[src/rtl/fp_pkg.sv]
// Shared field widths, flag positions and operand classification for the FP adder.
package fp_pkg;

  localparam int FP_EXP_W = 8;
  localparam int FP_MAN_W = 23;
  localparam int FP_W     = 1 + FP_EXP_W + FP_MAN_W;

  localparam logic [FP_W-1:0] FP_QNAN =
    {1'b0, {FP_EXP_W{1'b1}}, 1'b1, {(FP_MAN_W-1){1'b0}}};

  localparam int FLG_INVALID   = 3;
  localparam int FLG_OVERFLOW  = 2;
  localparam int FLG_UNDERFLOW = 1;
  localparam int FLG_INEXACT   = 0;

  typedef struct packed {
    logic sign;
    logic is_zero;
    logic is_inf;
    logic is_nan;
    logic is_snan;
  } fp_unpk_t;

endpackage

[src/rtl/fp_lzc.sv]
// Combinational leading-zero counter; an all-zero word returns W.
module fp_lzc #(
  parameter  int W  = 28,
  localparam int CW = $clog2(W + 1)
) (
  input  logic [W-1:0]  value,
  output logic [CW-1:0] count
);

  logic found;

  always_comb begin
    count = CW'(W);
    found = 1'b0;
    for (int i = W - 1; i >= 0; i--) begin
      if (!found && value[i]) begin
        count = CW'(W - 1 - i);
        found = 1'b1;
      end
    end
  end

endmodule

[src/rtl/fp_addsub_pipe.sv]
// Three-stage IEEE-754 adder/subtractor, round-to-nearest-even, subnormals flushed.
module fp_addsub_pipe
  import fp_pkg::*;
#(
  parameter  int EXP_W = FP_EXP_W,
  parameter  int MAN_W = FP_MAN_W,
  localparam int W     = 1 + EXP_W + MAN_W
) (
  input  logic         clk,
  input  logic         rst,
  input  logic         in_valid,
  output logic         in_ready,
  input  logic [W-1:0] a,
  input  logic [W-1:0] b,
  input  logic         op_sub,
  output logic         out_valid,
  input  logic         out_ready,
  output logic [W-1:0] result,
  output logic [3:0]   flags
);

  localparam int STAGES = 3;
  localparam int SW     = MAN_W + 4;
  localparam int NW     = SW + 1;
  localparam int LZW    = $clog2(NW + 1);
  localparam int EW     = EXP_W + 2;

  localparam logic [W-1:0]         QNAN   = {1'b0, {EXP_W{1'b1}}, 1'b1, {(MAN_W-1){1'b0}}};
  localparam logic signed [EW-1:0] E_INF  = EW'((1 << EXP_W) - 1);
  localparam logic signed [EW-1:0] E_ZERO = '0;
  localparam logic signed [EW-1:0] E_ONE  = EW'(1);

  function automatic logic [MAN_W+1:0] round_rne(input logic [MAN_W:0] sig, input logic g,
                                                 input logic r, input logic s);
    logic up;
    up = g & (r | s | sig[0]);
    return {1'b0, sig} + {{(MAN_W+1){1'b0}}, up};
  endfunction

  function automatic logic [W+3:0] sat_pack(input logic sign, input logic signed [EW-1:0] e,
                                            input logic [MAN_W-1:0] frac, input logic inexact);
    logic [3:0]   f;
    logic [W-1:0] w;
    f = '0;
    if (e >= E_INF) begin
      w = {sign, {EXP_W{1'b1}}, {MAN_W{1'b0}}};
      f[FLG_OVERFLOW] = 1'b1;
      f[FLG_INEXACT]  = 1'b1;
    end else if (e <= E_ZERO) begin
      w = {sign, {(W-1){1'b0}}};
      f[FLG_UNDERFLOW] = 1'b1;
      f[FLG_INEXACT]   = 1'b1;
    end else begin
      w = {sign, e[EXP_W-1:0], frac};
      f[FLG_INEXACT] = inexact;
    end
    return {f, w};
  endfunction

  logic en;
  assign en        = !out_valid || out_ready;
  assign in_ready  = en;

  // ---- S1: unpack, classify, order by magnitude, align smaller operand ----
  logic [EXP_W-1:0]       exp_a, exp_b, ex, ey, diff;
  logic [MAN_W-1:0]       frc_a, frc_b;
  logic [EXP_W+MAN_W-1:0] mag_a, mag_b;
  logic [MAN_W:0]         sig_a, sig_b, sig_x, sig_y;
  logic [SW-1:0]          ext_y, mx_s1, my_s1;
  fp_unpk_t               ua, ub;
  logic                   swap, sx, lost, spc_s1;
  logic [W-1:0]           spc_res_s1;
  logic [3:0]             spc_flg_s1;

  always_comb begin
    exp_a      = a[W-2 -: EXP_W];
    exp_b      = b[W-2 -: EXP_W];
    frc_a      = a[MAN_W-1:0];
    frc_b      = b[MAN_W-1:0];
    ua.sign    = a[W-1];
    ua.is_zero = (exp_a == '0);
    ua.is_inf  = (&exp_a) && (frc_a == '0);
    ua.is_nan  = (&exp_a) && (frc_a != '0);
    ua.is_snan = ua.is_nan && !frc_a[MAN_W-1];
    ub.sign    = b[W-1] ^ op_sub;
    ub.is_zero = (exp_b == '0);
    ub.is_inf  = (&exp_b) && (frc_b == '0);
    ub.is_nan  = (&exp_b) && (frc_b != '0);
    ub.is_snan = ub.is_nan && !frc_b[MAN_W-1];
    mag_a      = ua.is_zero ? '0 : {exp_a, frc_a};
    mag_b      = ub.is_zero ? '0 : {exp_b, frc_b};
    sig_a      = ua.is_zero ? '0 : {1'b1, frc_a};
    sig_b      = ub.is_zero ? '0 : {1'b1, frc_b};
    swap       = mag_b > mag_a;
    sx         = swap ? ub.sign : ua.sign;
    ex         = swap ? exp_b : exp_a;
    ey         = swap ? exp_a : exp_b;
    sig_x      = swap ? sig_b : sig_a;
    sig_y      = swap ? sig_a : sig_b;
    diff       = ex - ey;
    mx_s1      = {sig_x, 3'b000};
    ext_y      = {sig_y, 3'b000};
    lost       = |(ext_y & ~({SW{1'b1}} << diff));
    if (int'(diff) >= MAN_W + 3)
      my_s1 = {{(SW-1){1'b0}}, |sig_y};
    else
      my_s1 = (ext_y >> diff) | {{(SW-1){1'b0}}, lost};

    spc_s1     = 1'b1;
    spc_res_s1 = '0;
    spc_flg_s1 = '0;
    if (ua.is_nan || ub.is_nan) begin
      spc_res_s1              = QNAN;
      spc_flg_s1[FLG_INVALID] = ua.is_snan | ub.is_snan;
    end else if (ua.is_inf && ub.is_inf && (ua.sign != ub.sign)) begin
      spc_res_s1              = QNAN;
      spc_flg_s1[FLG_INVALID] = 1'b1;
    end else if (ua.is_inf) begin
      spc_res_s1 = {ua.sign, {EXP_W{1'b1}}, {MAN_W{1'b0}}};
    end else if (ub.is_inf) begin
      spc_res_s1 = {ub.sign, {EXP_W{1'b1}}, {MAN_W{1'b0}}};
    end else if (ua.is_zero && ub.is_zero) begin
      spc_res_s1 = {ua.sign & ub.sign, {(W-1){1'b0}}};
    end else begin
      spc_s1 = 1'b0;
    end
  end

  logic             vld_p0, sgn_p0, sub_p0, spc_p0;
  logic [EXP_W-1:0] exp_p0;
  logic [SW-1:0]    mx_p0, my_p0;
  logic [W-1:0]     spc_res_p0;
  logic [3:0]       spc_flg_p0;

  // ---- S2: magnitude add or subtract (larger minus smaller, never negative) ----
  logic [NW-1:0] sum_s2;
  assign sum_s2 = sub_p0 ? ({1'b0, mx_p0} - {1'b0, my_p0}) : ({1'b0, mx_p0} + {1'b0, my_p0});

  logic             vld_p1, sgn_p1, spc_p1;
  logic [EXP_W-1:0] exp_p1;
  logic [NW-1:0]    sum_p1;
  logic [W-1:0]     spc_res_p1;
  logic [3:0]       spc_flg_p1;

  // ---- S3: normalise, round, saturate, pack ----
  logic [LZW-1:0]         lz;
  logic [NW-1:0]          norm;
  logic [MAN_W-1:0]       frac_n;
  logic [MAN_W+1:0]       rsig;
  logic signed [EW-1:0]   e_norm, e_rnd;
  logic                   g, r, s;
  logic [W+3:0]           packed_s3;
  logic [W-1:0]           res_s3;
  logic [3:0]             flg_s3;

  fp_lzc #(.W(NW)) u_lzc (.value(sum_p1), .count(lz));

  always_comb begin
    norm      = sum_p1 << lz;
    frac_n    = norm[NW-2 -: MAN_W];
    g         = norm[3];
    r         = norm[2];
    s         = |norm[1:0];
    e_norm    = $signed({2'b00, exp_p1}) + E_ONE - $signed({{(EW-LZW){1'b0}}, lz});
    rsig      = round_rne({1'b1, frac_n}, g, r, s);
    e_rnd     = e_norm + $signed({{(EW-1){1'b0}}, rsig[MAN_W+1]});
    packed_s3 = sat_pack(sgn_p1, e_rnd, rsig[MAN_W-1:0], g | r | s);
    if (spc_p1) begin
      res_s3 = spc_res_p1;
      flg_s3 = spc_flg_p1;
    end else if (sum_p1 == '0) begin
      res_s3 = '0;
      flg_s3 = '0;
    end else begin
      res_s3 = packed_s3[W-1:0];
      flg_s3 = packed_s3[W+3:W];
    end
  end

  logic         vld_p2;
  logic [W-1:0] result_p2;
  logic [3:0]   flags_p2;

  always_ff @(posedge clk) begin
    if (rst) begin
      vld_p0    <= 1'b0;
      vld_p1    <= 1'b0;
      vld_p2    <= 1'b0;
      result_p2 <= '0;
      flags_p2  <= '0;
    end else if (en) begin
      vld_p0    <= in_valid;
      vld_p1    <= vld_p0;
      vld_p2    <= vld_p1;
      result_p2 <= res_s3;
      flags_p2  <= flg_s3;
    end
  end

  always_ff @(posedge clk) begin
    if (en) begin
      sgn_p0     <= sx;
      sub_p0     <= ua.sign ^ ub.sign;
      exp_p0     <= ex;
      mx_p0      <= mx_s1;
      my_p0      <= my_s1;
      spc_p0     <= spc_s1;
      spc_res_p0 <= spc_res_s1;
      spc_flg_p0 <= spc_flg_s1;
      sgn_p1     <= sgn_p0;
      exp_p1     <= exp_p0;
      sum_p1     <= sum_s2;
      spc_p1     <= spc_p0;
      spc_res_p1 <= spc_res_p0;
      spc_flg_p1 <= spc_flg_p0;
    end
  end

  assign out_valid = vld_p2;
  assign result    = result_p2;
  assign flags     = flags_p2;

endmodule

[config.mk]
export PLATFORM = sky130hd
export DESIGN_NAME = fp_addsub_pipe
export DESIGN_NICKNAME = d
export VERILOG_FILES = /design/src/rtl/fp_pkg.sv /design/src/rtl/fp_lzc.sv /design/src/rtl/fp_addsub_pipe.sv
export SDC_FILE = /design/constraint.sdc
export NUM_CORES = 1
export LEC_CHECK = 0
export ABC_CLOCK_PERIOD_IN_PS = 10600
export BUFFER_PORTS_ARGS = -buffer_cell sky130_fd_sc_hd__buf_4
export CAP_MARGIN = 20
export CORE_MARGIN = 1
export CORE_UTILIZATION = 45
export DETAILED_ROUTE_END_ITERATION = 10
export GPL_TIMING_DRIVEN = 1
export SYNTH_ARGS = -nofsm -noshare
export SYNTH_HDL_FRONTEND = slang
export SYNTH_SLANG_ARGS = --single-unit
[constraint.sdc]
create_clock -name clk -period 10.6 [get_ports clk]
set_input_delay 1.06 -clock clk [delete_from_list [all_inputs] [get_ports clk]]
set_output_delay 1.06 -clock clk [all_outputs]
set_load 0.005 [all_outputs]
==> flow_metrics.env <==
export IMPL_outcome="complete, no violations"
export IMPL_drv_slew=0
export IMPL_synth_area_leader_cell="edfxtp_1"
export IMPL_antenna_left=0
export IMPL_initial_utilization=0.459
export IMPL_whs_ns=0.416
export IMPL_worstSetupStartpointType="flop"
export IMPL_multi_input_area_sq_um=9250
export IMPL_use_met1=0.363
export IMPL_reg2regPathDepth=29
export IMPL_cts_tree="yes"
export IMPL_die_height_um=179
export IMPL_clock_latency_ns=0.43
export IMPL_crit_buf_inv=3
export IMPL_use_met2=0.467
export IMPL_worst_slew_pin_slew_ns=1.02
export IMPL_fin_crit_sh=0.773
export IMPL_synth_top_flop_cell="edfxtp_1"
export IMPL_gr_max_usage_layer="met2"
export IMPL_grt_pass1_wl_mm=70.5
export IMPL_ys_seq_elements=147
export IMPL_yosysSeqAreaShare=0.286
export IMPL_vias_per_cell=6.15
export IMPL_hold_path_class="reg -> reg"
export IMPL_p_leak_uw=0.00653
export IMPL_syn_area_sq_um=14100
export IMPL_cts_resized=0
export IMPL_critical_path_class="reg -> reg"
export IMPL_place_port_buffers=106
export IMPL_rows=64
export IMPL_cpMostUsedCell="nor2_1"
export IMPL_dp_hpwl_mm=35.6
export IMPL_cts_root_buf="clkbuf_16"
export IMPL_relSlewSlack=0.313
export IMPL_synth_area_per_cell_sq_um=8.00
export IMPL_slowest_stage="nor2b_1"
export IMPL_area_growth_pct=11.8
export IMPL_dp_cells=2173
export IMPL_antenna_found_initial=0
export IMPL_numCtsBuffers=17
export IMPL_nNetsFinal=1964
export IMPL_crit_arrival_ns=8.57
export IMPL_powerDensity_nw_per_um2=197
export IMPL_cp_max_fo=26
export IMPL_overflow=0
export IMPL_synth_edff_count=108
export IMPL_skew_ns=0.00779
export IMPL_vias=13600
export IMPL_cp_slowest_stage_delay_ns=0.64
export IMPL_cts_hold_fix_buffers=0
export IMPL_grt_use_total=0.287
export IMPL_critical_path_depth=29
export IMPL_finalSetupTns_ns=0
export IMPL_holdPathStages=0
export IMPL_layout_cells_non_filler=2206
export IMPL_sw_frac_of_total=0.437
export IMPL_synth_top_area_share=0.230
export IMPL_worstPathRequired_ns=10.97
export IMPL_routed_wl_mm=45.4
export IMPL_rsz0062_at_grt="false"
export IMPL_switchingPower_uw=1350
export IMPL_synth_distinct_cells=97
export IMPL_gp_congestion=0.977
export IMPL_setup_viol=0
export IMPL_cp_top_family="simple AND/OR/NAND/NOR gates"
export IMPL_grt_pass1_vias=12600
export IMPL_async_reset_ff_frac=0
export IMPL_cap_violations=0
export IMPL_clockBufferDepth=2
export IMPL_dr_pass1_iters=6
export IMPL_final_core_util=0.513
export IMPL_grt_max_degree=90
export IMPL_route_detailed_drc=0
export IMPL_synthTopCellsByArea="edfxtp_1, ha_1, dfxtp_1"
export IMPL_die_area_sq_um=32000
export IMPL_ioPinCount=107
export IMPL_clk_pin_slew_ns=0.06
export IMPL_seq_power_share=0.277
export IMPL_nFillCells=2912
export IMPL_synth_nets=1926
export IMPL_die_x_um=179
export IMPL_postCtsSetupBuffers=0
export IMPL_drt_iter0_markers=1074
export IMPL_diodes=0
export IMPL_htreeDepth=4
export IMPL_pwr_share_comb=0.523
export IMPL_cp_end_kind="flop"
export IMPL_ff_latch_area_sq_um=4020
export IMPL_syn_inst=1759
export IMPL_final_layout_size_suffix_gt1_frac=0.115
export IMPL_ir_drop_mv=0.117
export IMPL_pwr_share_clk=0.199
export IMPL_core_area_sq_um=30700
export IMPL_period_needed_ns=8.20
export IMPL_clkSinkCount=147
export IMPL_fmax_mhz=122
export IMPL_yosys_warnings=0
export IMPL_wire_per_inst_um=20.6
export IMPL_grt_use_met3=0.0331
export IMPL_hold_viol_final=0
export IMPL_internal_power_uw=1740
## flip-flops by register name, summed over array words and instances, names as in the netlist, 3 cells and up
register and cells:
result 32, flags 4, spc_res_p1 3, spc_res_p0 3
exp_p0 8, mx_p0 24, my_p0 27, exp_p1 8
sum_p1 28
## final timing paths
check             start  slack [ns]          to
max          sum_p1[18]        2.40  result[21]
min           exp_p0[5]        0.42   exp_p1[5]
max reg2reg  sum_p1[18]        2.40  result[21]
min reg2reg   exp_p0[5]        0.42   exp_p1[5]
## cells in the mapped netlist, types with 7 or more instances
cell	instances
o21a_1	18
edfxtp_1	108
o211ai_1	31
buf_1	7
mux2i_1	58
and2_1	24
nor2b_1	20
a22oi_1	15
o31ai_1	26
nor3_1	42
o22ai_1	10
dfxtp_1	39
nand4_1	31
nor2_1	174
clkbuf_1	87
ha_1	96
nand2b_1	15
nand2_1	206
xor2_1	22
and3_1	11
nor4_1	23
a21o_1	13
a21oi_1	128
inv_1	99
o21ai_0	107
buf_2	10
mux2_2	11
a211oi_1	26
or3_1	13
nand3_1	51
o21bai_1	17
xnor2_1	44
a32oi_1	7
a2111oi_0	7
a31oi_1	23
a22o_1	14
## cell usage in the layout, fill, tap and decap left out, drive strengths merged, types with 14 or more instances in the layout
cell type / count
nor2b: 20
xor2: 22
o211ai: 32
a21oi: 131
a22oi: 15
nand4: 32
o21a: 18
inv: 108
dfxtp: 39
o21ai: 107
nor2: 175
nand2: 207
nor4: 28
a31oi: 23
nand2b: 15
clkbuf: 23
ha: 96
xnor2: 44
o31ai: 27
nand3: 52
o21bai: 17
nor3: 43
a211oi: 27
a22o: 14
buf: 127
mux2i: 59
and2: 25
edfxtp: 108
## per-layer routing
layer  vias to the layer above  wire length (um)
met3                       110              2540
met4                         0              2740
met5                         -                 0
li1                       6566                 -
met1                      6355             19200
met2                       545             20900
## through the flow
stage	worst slack, ns	power [uW]	instance area, sq um
finish	2.40	3090	15700
CTS	2.49	3080	15700
detailed placement	2.22	2460	15100
global route	1.82	3280	15700
floorplan	2.71	1970	14100
global placement	2.42	2450	15100
## worst register-to-register path: cells and delay by family (launching register included)
| kind | cells | cell delay (ns) |
|---|---|---|
| AO/OA/AOI/OAI | 9 | 1.88 |
| adder cells (fa/ha/maj) | 3 | 0.82 |
| buffers and inverters | 3 | 0.97 |
| flip-flops | 1 | 0.52 |
| multiplexers | 1 | 0.50 |
| AND/OR/NAND/NOR | 13 | 3.49 |
## power groups by stage
stage / registers (uW) / clock network [uW] / logic [uW]
2_1_floorplan: 840 / 0 / 1130
3_3_place_gp: 867 / 0 / 1580
3_5_place_dp: 870 / 0 / 1590
4_1_cts: 858 / 631 / 1590
5_1_grt: 874 / 652 / 1760
6_report: 858 / 616 / 1620
## logic make-up after synthesis
kind of cell             after synthesis  synth area share
flip-flops                           147             0.286
buffers and inverters                210            0.0589
adder cells (fa/ha/maj)              101            0.0903
AND/OR/NAND/NOR                      648             0.221
AO/OA/AOI/OAI                        512             0.244
multiplexers                          75            0.0590
XOR/XNOR                              66            0.0411
## cell type report
type / instances / area share
clock buffers: 23 / 0.0351
flip-flops and latches: 147 / 0.256
repair buffers: 127 / 0.0610
multi-input cells: 1402 / 0.587
inverters: 102 / 0.0246
well taps: 396 / 0.0315
clock inverters: 9 / 0.00469
(Power assumes the default switching activity.)
